### src/rtl/ofdm_pkg.sv
// ----------------------------------------------------------------------------
// ofdm_pkg
// Shared OFDM/QPSK definitions for the TX frame mapper and the RX demapper.
//   - Default frame geometry (N_FFT, N_USED_HALF).
//   - I/Q sample width and the QPSK magnitude AMP (round(2^15/sqrt2)).
//   - Pilot bin indices (the lower pair; the upper pair mirrors them at
//     N_FFT-PILOT_HI and N_FFT-PILOT_LO).
//   - Bin-class and mapper FSM state enums.
//   - qpsk_map(): Gray map of a bit pair {b1,b0} onto a packed {I,Q} word.
// Optional feature macro: QPSK_PILOT_INSERT_EN (consumed by the classifier).
// ----------------------------------------------------------------------------
package ofdm_pkg;

    localparam int N_FFT_DEFAULT       = 64;
    localparam int N_USED_HALF_DEFAULT = 26;
    localparam int IQ_WIDTH            = 16;
    localparam int AMP                 = 23170;

    // Lower-half pilot indices; the upper-half pilots are N_FFT minus these.
    localparam int PILOT_LO = 7;
    localparam int PILOT_HI = 21;

    localparam logic signed [IQ_WIDTH-1:0] AMP_POS = IQ_WIDTH'(AMP);
    localparam logic signed [IQ_WIDTH-1:0] AMP_NEG = IQ_WIDTH'(-AMP);

    typedef enum logic [1:0] {
        BIN_NULL  = 2'd0,
        BIN_DATA  = 2'd1,
        BIN_PILOT = 2'd2
    } bin_class_t;

    typedef enum logic {
        ST_IDLE = 1'b0,
        ST_RUN  = 1'b1
    } map_state_t;

    // Gray mapping: a set bit selects the negative rail on its axis, so
    // adjacent constellation points differ in exactly one bit.
    function automatic logic [2*IQ_WIDTH-1:0] qpsk_map(input logic [1:0] bits);
        logic signed [IQ_WIDTH-1:0] i_val;
        logic signed [IQ_WIDTH-1:0] q_val;
        i_val = bits[1] ? AMP_NEG : AMP_POS;
        q_val = bits[0] ? AMP_NEG : AMP_POS;
        return {i_val, q_val};
    endfunction

endpackage

### src/rtl/subcarrier_classifier.sv
// ----------------------------------------------------------------------------
// subcarrier_classifier
// Combinational subcarrier index -> bin class (NULL / DATA / PILOT).
// Shared between the TX mapper and the RX demapper so both sides agree on
// the frame layout.
//   Used bins : k = 1..N_USED_HALF and N_FFT-N_USED_HALF..N_FFT-1.
//   Pilots    : k in {PILOT_LO, PILOT_HI, N_FFT-PILOT_HI, N_FFT-PILOT_LO},
//               only when QPSK_PILOT_INSERT_EN is defined; otherwise those
//               bins are ordinary DATA bins.
//   Null      : everything else, including DC (k=0) and the guard band.
// Ports:
//   k    in   log2(N_FFT)  subcarrier index
//   cls  out  2            bin class (ofdm_pkg::bin_class_t encoding)
// ----------------------------------------------------------------------------
module subcarrier_classifier
    import ofdm_pkg::*;
#(
    parameter int N_FFT       = N_FFT_DEFAULT,
    parameter int N_USED_HALF = N_USED_HALF_DEFAULT
) (
    input  logic [$clog2(N_FFT)-1:0] k,
    output logic [1:0]               cls
);

    // The layout is static, so it is elaborated into a constant table and
    // the index simply selects an entry.
    logic [1:0] class_table [N_FFT];

    genvar gi;
    generate
        for (gi = 0; gi < N_FFT; gi++) begin : g_bin
            localparam bit USED = ((gi >= 1) && (gi <= N_USED_HALF)) ||
                                  (gi >= N_FFT - N_USED_HALF);
`ifdef QPSK_PILOT_INSERT_EN
            localparam bit PILOT = (gi == PILOT_LO) || (gi == PILOT_HI) ||
                                   (gi == N_FFT - PILOT_HI) ||
                                   (gi == N_FFT - PILOT_LO);
`else
            localparam bit PILOT = 1'b0;
`endif
            assign class_table[gi] = !USED ? BIN_NULL :
                                     (PILOT ? BIN_PILOT : BIN_DATA);
        end
    endgenerate

    assign cls = class_table[k];

endmodule

### src/rtl/qpsk_frame_mapper.sv
// ----------------------------------------------------------------------------
// qpsk_frame_mapper
// Takes 2-bit words from the ROM bit-pair source, Gray-maps them to QPSK
// points and lays them onto one OFDM frame of N_FFT bins in index order,
// inserting DC/guard nulls (and pilots when QPSK_PILOT_INSERT_EN is
// defined). Output is a registered valid/ready stream to the IFFT.
// Ports:
//   clk        in   1            clock, rising edge
//   rst        in   1            synchronous active-low reset
//   en         in   1            global enable; low freezes all state
//   data_rom   in   2            bit pair {b1,b0}
//   valid_rom  in   1            data_rom valid
//   ready_in   out  1            upstream accept (only on DATA bins)
//   i_out      out  IQ_WIDTH     signed in-phase
//   q_out      out  IQ_WIDTH     signed quadrature
//   k_out      out  log2(N_FFT)  subcarrier index of the current output
//   sof_out    out  1            high with bin k=0
//   eof_out    out  1            high with bin k=N_FFT-1
//   valid_out  out  1            output valid
//   ready_out  in   1            downstream accept
// Optional feature macro: QPSK_PILOT_INSERT_EN.
// ----------------------------------------------------------------------------
module qpsk_frame_mapper
    import ofdm_pkg::*;
#(
    parameter int N_FFT       = N_FFT_DEFAULT,
    parameter int N_USED_HALF = N_USED_HALF_DEFAULT
) (
    input  logic                       clk,
    input  logic                       rst,
    input  logic                       en,
    input  logic [1:0]                 data_rom,
    input  logic                       valid_rom,
    output logic                       ready_in,
    output logic signed [IQ_WIDTH-1:0] i_out,
    output logic signed [IQ_WIDTH-1:0] q_out,
    output logic [$clog2(N_FFT)-1:0]   k_out,
    output logic                       sof_out,
    output logic                       eof_out,
    output logic                       valid_out,
    input  logic                       ready_out
);

    localparam int             KW     = $clog2(N_FFT);
    localparam logic [KW-1:0]  K_LAST = KW'(N_FFT - 1);

    map_state_t                 state_reg, state_next;
    logic [KW-1:0]              k_reg,     k_next;
    logic                       valid_reg, valid_next;
    logic signed [IQ_WIDTH-1:0] i_reg,     i_next;
    logic signed [IQ_WIDTH-1:0] q_reg,     q_next;
    logic [KW-1:0]              kout_reg,  kout_next;
    logic                       sof_reg,   sof_next;
    logic                       eof_reg,   eof_next;

    logic                       adv;
    logic [1:0]                 cls;
    logic [2*IQ_WIDTH-1:0]      mapped;

    subcarrier_classifier #(
        .N_FFT       (N_FFT),
        .N_USED_HALF (N_USED_HALF)
    ) u_classifier (
        .k   (k_reg),
        .cls (cls)
    );

    assign mapped = qpsk_map(data_rom);

    always_ff @(posedge clk) begin
        if (!rst) begin
            state_reg <= ST_IDLE;
            k_reg     <= '0;
            valid_reg <= 1'b0;
            i_reg     <= '0;
            q_reg     <= '0;
            kout_reg  <= '0;
            sof_reg   <= 1'b0;
            eof_reg   <= 1'b0;
        end else begin
            state_reg <= state_next;
            k_reg     <= k_next;
            valid_reg <= valid_next;
            i_reg     <= i_next;
            q_reg     <= q_next;
            kout_reg  <= kout_next;
            sof_reg   <= sof_next;
            eof_reg   <= eof_next;
        end
    end

    always_comb begin
        state_next = state_reg;
        k_next     = k_reg;
        valid_next = valid_reg;
        i_next     = i_reg;
        q_next     = q_reg;
        kout_next  = kout_reg;
        sof_next   = sof_reg;
        eof_next   = eof_reg;

        // The output register can take a new bin when it is empty or being
        // popped this cycle, so pop and load may coincide (no skid needed).
        adv      = en && (!valid_reg || ready_out);
        ready_in = adv && (state_reg == ST_RUN) && (cls == BIN_DATA);

        case (state_reg)
            ST_IDLE: begin
                // Let the last bin of the previous frame drain; a new frame
                // only starts once the source has data, but nothing is
                // consumed on this transition (k=0 is a null bin anyway).
                if (adv) begin
                    valid_next = 1'b0;
                end
                if (en && valid_rom) begin
                    state_next = ST_RUN;
                end
            end

            ST_RUN: begin
                if (adv) begin
                    if ((cls == BIN_DATA) && !valid_rom) begin
                        // Source starved on a data bin: emit a bubble and
                        // retry the same bin so no index is skipped.
                        valid_next = 1'b0;
                    end else begin
                        valid_next = 1'b1;
                        kout_next  = k_reg;
                        sof_next   = (k_reg == '0);
                        eof_next   = (k_reg == K_LAST);
                        if (cls == BIN_DATA) begin
                            i_next = mapped[2*IQ_WIDTH-1:IQ_WIDTH];
                            q_next = mapped[IQ_WIDTH-1:0];
                        end else if (cls == BIN_PILOT) begin
                            i_next = AMP_POS;
                            q_next = '0;
                        end else begin
                            i_next = '0;
                            q_next = '0;
                        end
                        if (k_reg == K_LAST) begin
                            k_next     = '0;
                            state_next = ST_IDLE;
                        end else begin
                            k_next = k_reg + 1'b1;
                        end
                    end
                end
            end

            default: begin
                state_next = ST_IDLE;
            end
        endcase
    end

    assign i_out     = i_reg;
    assign q_out     = q_reg;
    assign k_out     = kout_reg;
    assign sof_out   = sof_reg;
    assign eof_out   = eof_reg;
    assign valid_out = valid_reg;

endmodule
### config.mk
export PLATFORM = sky130hd
export DESIGN_NAME = qpsk_frame_mapper
export DESIGN_NICKNAME = d
export VERILOG_FILES = /design/src/rtl/ofdm_pkg.sv /design/src/rtl/subcarrier_classifier.sv /design/src/rtl/qpsk_frame_mapper.sv
export SDC_FILE = /design/constraint.sdc
export NUM_CORES = 1
export LEC_CHECK = 0
export ABC_AREA = 1
export CORE_AREA = 2 2 58 60
export DETAILED_ROUTE_END_ITERATION = 8
export DIE_AREA = 0 0 60 62
export PLACE_DENSITY = 0.8
export SETUP_SLACK_MARGIN = 0.2
export SYNTH_ARGS = -nofsm -noshare
export SYNTH_HDL_FRONTEND = slang
export SYNTH_SLANG_ARGS = --single-unit
### constraint.sdc
create_clock -name clk -period 2 [get_ports clk]
set_input_delay 0.4 -clock clk [delete_from_list [all_inputs] [get_ports clk]]
set_output_delay 0.4 -clock clk [all_outputs]
set_load 0.03 [all_outputs]
=== Word level (Yosys, flattened, before mapping) ===
Memories as Yosys holds them, arrays and structs flattened.
Cells that the tools add are included.

* Input bits: 7
* Logic and storage cells: 47
* ROM bits: 128
* Bits in registers: 48
* Memories: 1

{| class="wikitable"
|+ Memories
! name !! depth !! width !! rd ports !! clocked after memory_dff !! wr ports !! RTL line !! RTL
|-
| (name not given) || 64 || 2 || 1 || 0 || 0 || subcarrier_classifier.sv:46 || <nowiki>assign cls = class_table[k];</nowiki>
|}

* $lt $le $gt $ge: 1
* Mux-type cells: 17
* Reduce and logical (&&, ||, !) cells: 11
* Bitwise logic cells: 3
* Eq/ne operators: 5
* Add/sub/neg operators: 1

{| class="wikitable"
|+ Operators with widths
! kind !! count
|-
| 16-bit two-way mux || 4
|-
| 15-bit two-way mux || 1
|-
| 7-bit >= comparator, second input constant || 1
|-
| 1-bit two-way mux || 7
|-
| 6-bit inverter with 7-bit output || 1
|-
| 6-bit by 1-bit adder with 6-bit output, second input constant || 1
|-
| 6-bit == test, second input constant || 1
|-
| 6-bit zero test || 1
|-
| 6-bit two-way mux || 1
|-
| 1-bit logical AND || 5
|-
| 2-bit two-way mux || 2
|-
| 1-bit case mux with 2 select lines || 2
|-
| 3-bit AND reduction || 1
|-
| 2-bit by 1-bit == test with 1-bit output, second input constant || 1
|-
| 2-bit == test, second input constant || 1
|-
| 1-bit zero test || 2
|-
| 2-bit by 1-bit != test with 1-bit output, second input constant || 1
|-
| 2-bit != test, second input constant || 1
|-
| 1-bit inverter || 2
|-
| 2-bit AND reduction || 1
|-
| 1-bit logical OR || 1
|}

=== Logic depth before layout (Yosys ltp) ===
* Word-level depth: 9
* Gate-level depth with buffers: 13

=== Modules after synthesis ===
From an unflattened synthesis, not the netlist that was laid out.

* Cells, all modules: 181
* Area, all modules: 1271.2 um^2

{| class="wikitable"
|+ Modules (own cells, without submodules)
! module !! sequential area each (um^2) !! instances !! area each (um^2) !! cells each
|-
| qpsk_frame_mapper || 440.4 || 1 || 1211.2 || 167
|-
| subcarrier_classifier || 0.0 || 1 || 60.1 || 14
|}

=== Worst setup path after synthesis ===
OpenSTA, ideal clock, no wires.

* Path type: register to output
* From: reg valid_reg, in the netlist valid_out
* To: out ready_in
* Cell stages (with the launch flop): 6
* Data arrival time: 1.393 ns
* Setup slack: 0.207 ns
* Cell sequence: dfxtp_1 > inv_1 > o21ai_0 > nor2_1 > buf_2 > and3_1

* Cells in the longest elaborated chain, start to end: 5

{| class="wikitable"
|+ RTL lines
! element !! RTL line !! RTL
|-
| from (decl) || qpsk_frame_mapper.sv:49 || <nowiki>logic valid_reg, valid_next;</nowiki>
|-
| from (signal assigned) || qpsk_frame_mapper.sv:83 || <nowiki>valid_reg <= valid_next;</nowiki>
|-
| 1-bit zero test || qpsk_frame_mapper.sv:104 || <nowiki>adv = en && (!valid_reg || ready_out);</nowiki>
|-
| 1-bit logical OR || qpsk_frame_mapper.sv:104 ||
|-
| 1-bit logical AND || qpsk_frame_mapper.sv:104 ||
|-
| 1-bit logical AND (2 in series) || qpsk_frame_mapper.sv:105 || <nowiki>ready_in = adv && (state_reg == ST_RUN) && (cls == BIN_DATA);</nowiki>
|-
| to (decl) || qpsk_frame_mapper.sv:34 || <nowiki>output logic ready_in,</nowiki>
|}

Every way passes these cells.

=== Final worst setup path ===
* From: reg k_reg[1]
* To: out ready_in

* Cells in the longest elaborated chain, start to end: 6

{| class="wikitable"
|+ RTL lines
! element !! RTL line !! RTL
|-
| from (decl) || qpsk_frame_mapper.sv:48 || <nowiki>logic [KW-1:0] k_reg, k_next;</nowiki>
|-
| from (signal assigned) || qpsk_frame_mapper.sv:82 || <nowiki>k_reg <= k_next;</nowiki>
|-
| 6-bit inverter with 7-bit output (implied by the code) || subcarrier_classifier.sv:46 ||
|-
| memory read 64 x 2 bit || n/a ||
|-
| 2-bit two-way mux (implied by the code) (2 in series) || subcarrier_classifier.sv:46 ||
|-
| 2-bit by 1-bit == test with 1-bit output || qpsk_frame_mapper.sv:105 ||
|-
| 1-bit logical AND || qpsk_frame_mapper.sv:105 ||
|}

Every way passes these cells. The select of a mux whose other input is x is not followed.

==> run summary <==
core footprint: 3180 um^2
Hold-fix buffers, CTS: 0
worst setup path category: reg -> out
vias in the first global route: 1023
cell area after placement: 1570 um^2
Critical Path RT: 1600 ps
die width: 60 um
Fin. Hold Viols: 0
critical path peak fanout: 2
CP cell instances: ha_4 > inv_2 > ha_4 > nand3b_1 > nand2_2 > nand2_2 > and3_4 > buf_6
failing checks: setup timing
EDFF count, synth: 0
DRT Pass-1 Iters: 4
CTS Buffer Depth: 2
post-place setup slack: 69.7 ps
wirelength, routed: 3140 um
largest net degree at the start of global routing: 14
Remaining DRCs: 0
initial DRC count: 55
Synth area leader: dfxtp_1
Port Buffers: 46
synth unique cells: 23
antenna-violating nets left: 0
Synth Area in Simple Gates: 29.3%
Synth Instances: 177
crit start category: flip-flop
starting density of the core: 40.3%
Worst path top cell family by delay: simple AND/OR/NAND/NOR gates
WP data arrival: 1620 ps
Die ar.: 3720 um^2
Synth top area share: 32.8%
drt wl/cell: 12.3 um
clock sink count: 21
WP buf/inv: 2
dominant synthesized flop cell: dfxtp_1
clock latency on the worst-skew pair: 310 ps
DR vias: 1257
Inserted Clock Buffers: 3
Die Span Y: 62 um
Area Growth Syn to Fin: 41.8%
post-synthesis xor/xnor area fraction: 0%
Synth area leaders: dfxtp_1 (33%), buf_4 (16%), nor2_1 (8.5%)
Synth Area in Adders: 3.91%
Max Clk Rate: 0.496 GHz
Tot Pwr: 0.905 mW
Final Hold Slack: 476 ps
post-synthesis mux area share: 0%
type of the most critical hold path: reg -> reg
sequential cell area fraction in the yosys report: 32.8%
HPWL after detailed placement: 1920 um
most frequent cells in the layout: nor2_1 (28), dlygate4sd2_1 (28), nand2_1 (22)
clk_skew: 1.86 ps
minimum clock period: 2020 ps
RePlAce Congestion: 0.833
RSZ-0062 raised after global routing: true
non-filler cells, final: 256
CTS tree: yes
Seq cells post-synth: 21
Row Count: 21
setup total negative slack: -15.2 ps
Ys Warns: 0
Post-synth ARST share: 0%
vias per inst: 4.91
post-synthesis compound-gate area fraction: 8.21%
GRT Overall Usage: 16.3%
Synth Area per Inst: 7.23 um^2
GRT overflow: 0
initial antenna violation count: 0
Max IR drop VDD: 0.000464 V
final core utilization: 57.1%
Slowest cell on crit path: dfxtp_4
crit-path max cell delay: 390 ps
IO Count: 49
share of cells above drive strength 1: 24.8%
post-route cell area: 1820 um^2
max-slew violations: 0
Final WS setup: -15.2 ps
Nets: 222
status: complete, but fails checks
period utilization: 101%
Netlist Area Pre-Place: 1280 um^2
H-tree depth: 1
Worst-path clk slew: 110 ps
final setup vio count: 1
CP Capture Type: primary output
ANT cells: 0
Placed Cells: 241
Max-Cap Viols: 0
main combinational cell family by area after synthesis: simple AND/OR/NAND/NOR gates
PwrDens: 498 nW/um^2
LEAKAGE: 0.864 nW
global-route wire length before repair: 4490 um
clock root cell: clkbuf_4
[area by class of cell]
type	count	area [um^2]
multi-input cells	108	678
inverters	18	77.6
well taps	46	57.6
flip-flops and latches	21	432
clock buffers	4	26.3
repair buffers	59	544
fillers	282	1360
[path summary, 6_finish.rpt]
| check | start | endpoint | slack [ps] | depth (start not counted) |
|---|---|---|---|---|
| setup / recovery | k_reg[1] | ready_in | -20 | 8 |
| hold / removal | eof_out | eof_out | 480 | 2 |
| hold reg to reg | eof_out | eof_out | 480 | 2 |
| setup reg to reg | k_reg[1] | k_reg[5] | 40 | 14 |
[synth_stat cells (2+ instances only)]
library cell,n
a21oi_1,13
ha_1,4
nand3b_1,2
o21ai_0,5
nand4_1,6
o21ai_1,3
buf_6,4
nand2_2,3
dfxtp_1,21
nand2_1,23
nor2_1,29
inv_1,16
buf_4,27
nand3_1,11
buf_2,2
[cell families (layout without fill, tap and decap cells)]
group / Yosys count / in the layout
flip-flops: 21 / 21
adder cells (fa/ha/maj): 4 / 4
buffers and inverters: 51 / 81
other: 1 / 2
AND/OR/NAND/NOR: 79 / 81
AO/OA/AOI/OAI: 21 / 21
[power by group]
group | internal [mW] | switching, mW
Combinational | 0.107 | 0.141
Sequential | 0.432 | 0.0133
Clock | 0.0781 | 0.133
Total | 0.618 | 0.287
[per-layer routing]
metal  routed length, um  vias to the layer above  track usage, %
li1                    -                      604               -
met1                1240                      564            19.1
met2                1540                       70            28.0
met3                 223                       19            2.48
met4                 133                        0            10.5
met5                   0                        -               0
[worst min-delay path: cells and delay by family, from the launching register on]
| family | cells | cell delay, ps |
|---|---|---|
| flip-flops | 1 | 330 |
| AND/OR/NAND/NOR | 1 | 60 |
| AO/OA/AOI/OAI | 1 | 50 |
[repair_timing]
action                     CTS  global route
gates cloned                 1             1
pin swaps                    3            17
setup endpoints to repair   37            24
resized for setup           48            28
setup buffers                7             2
No activity file was read; power rests on OpenSTA's default activity.
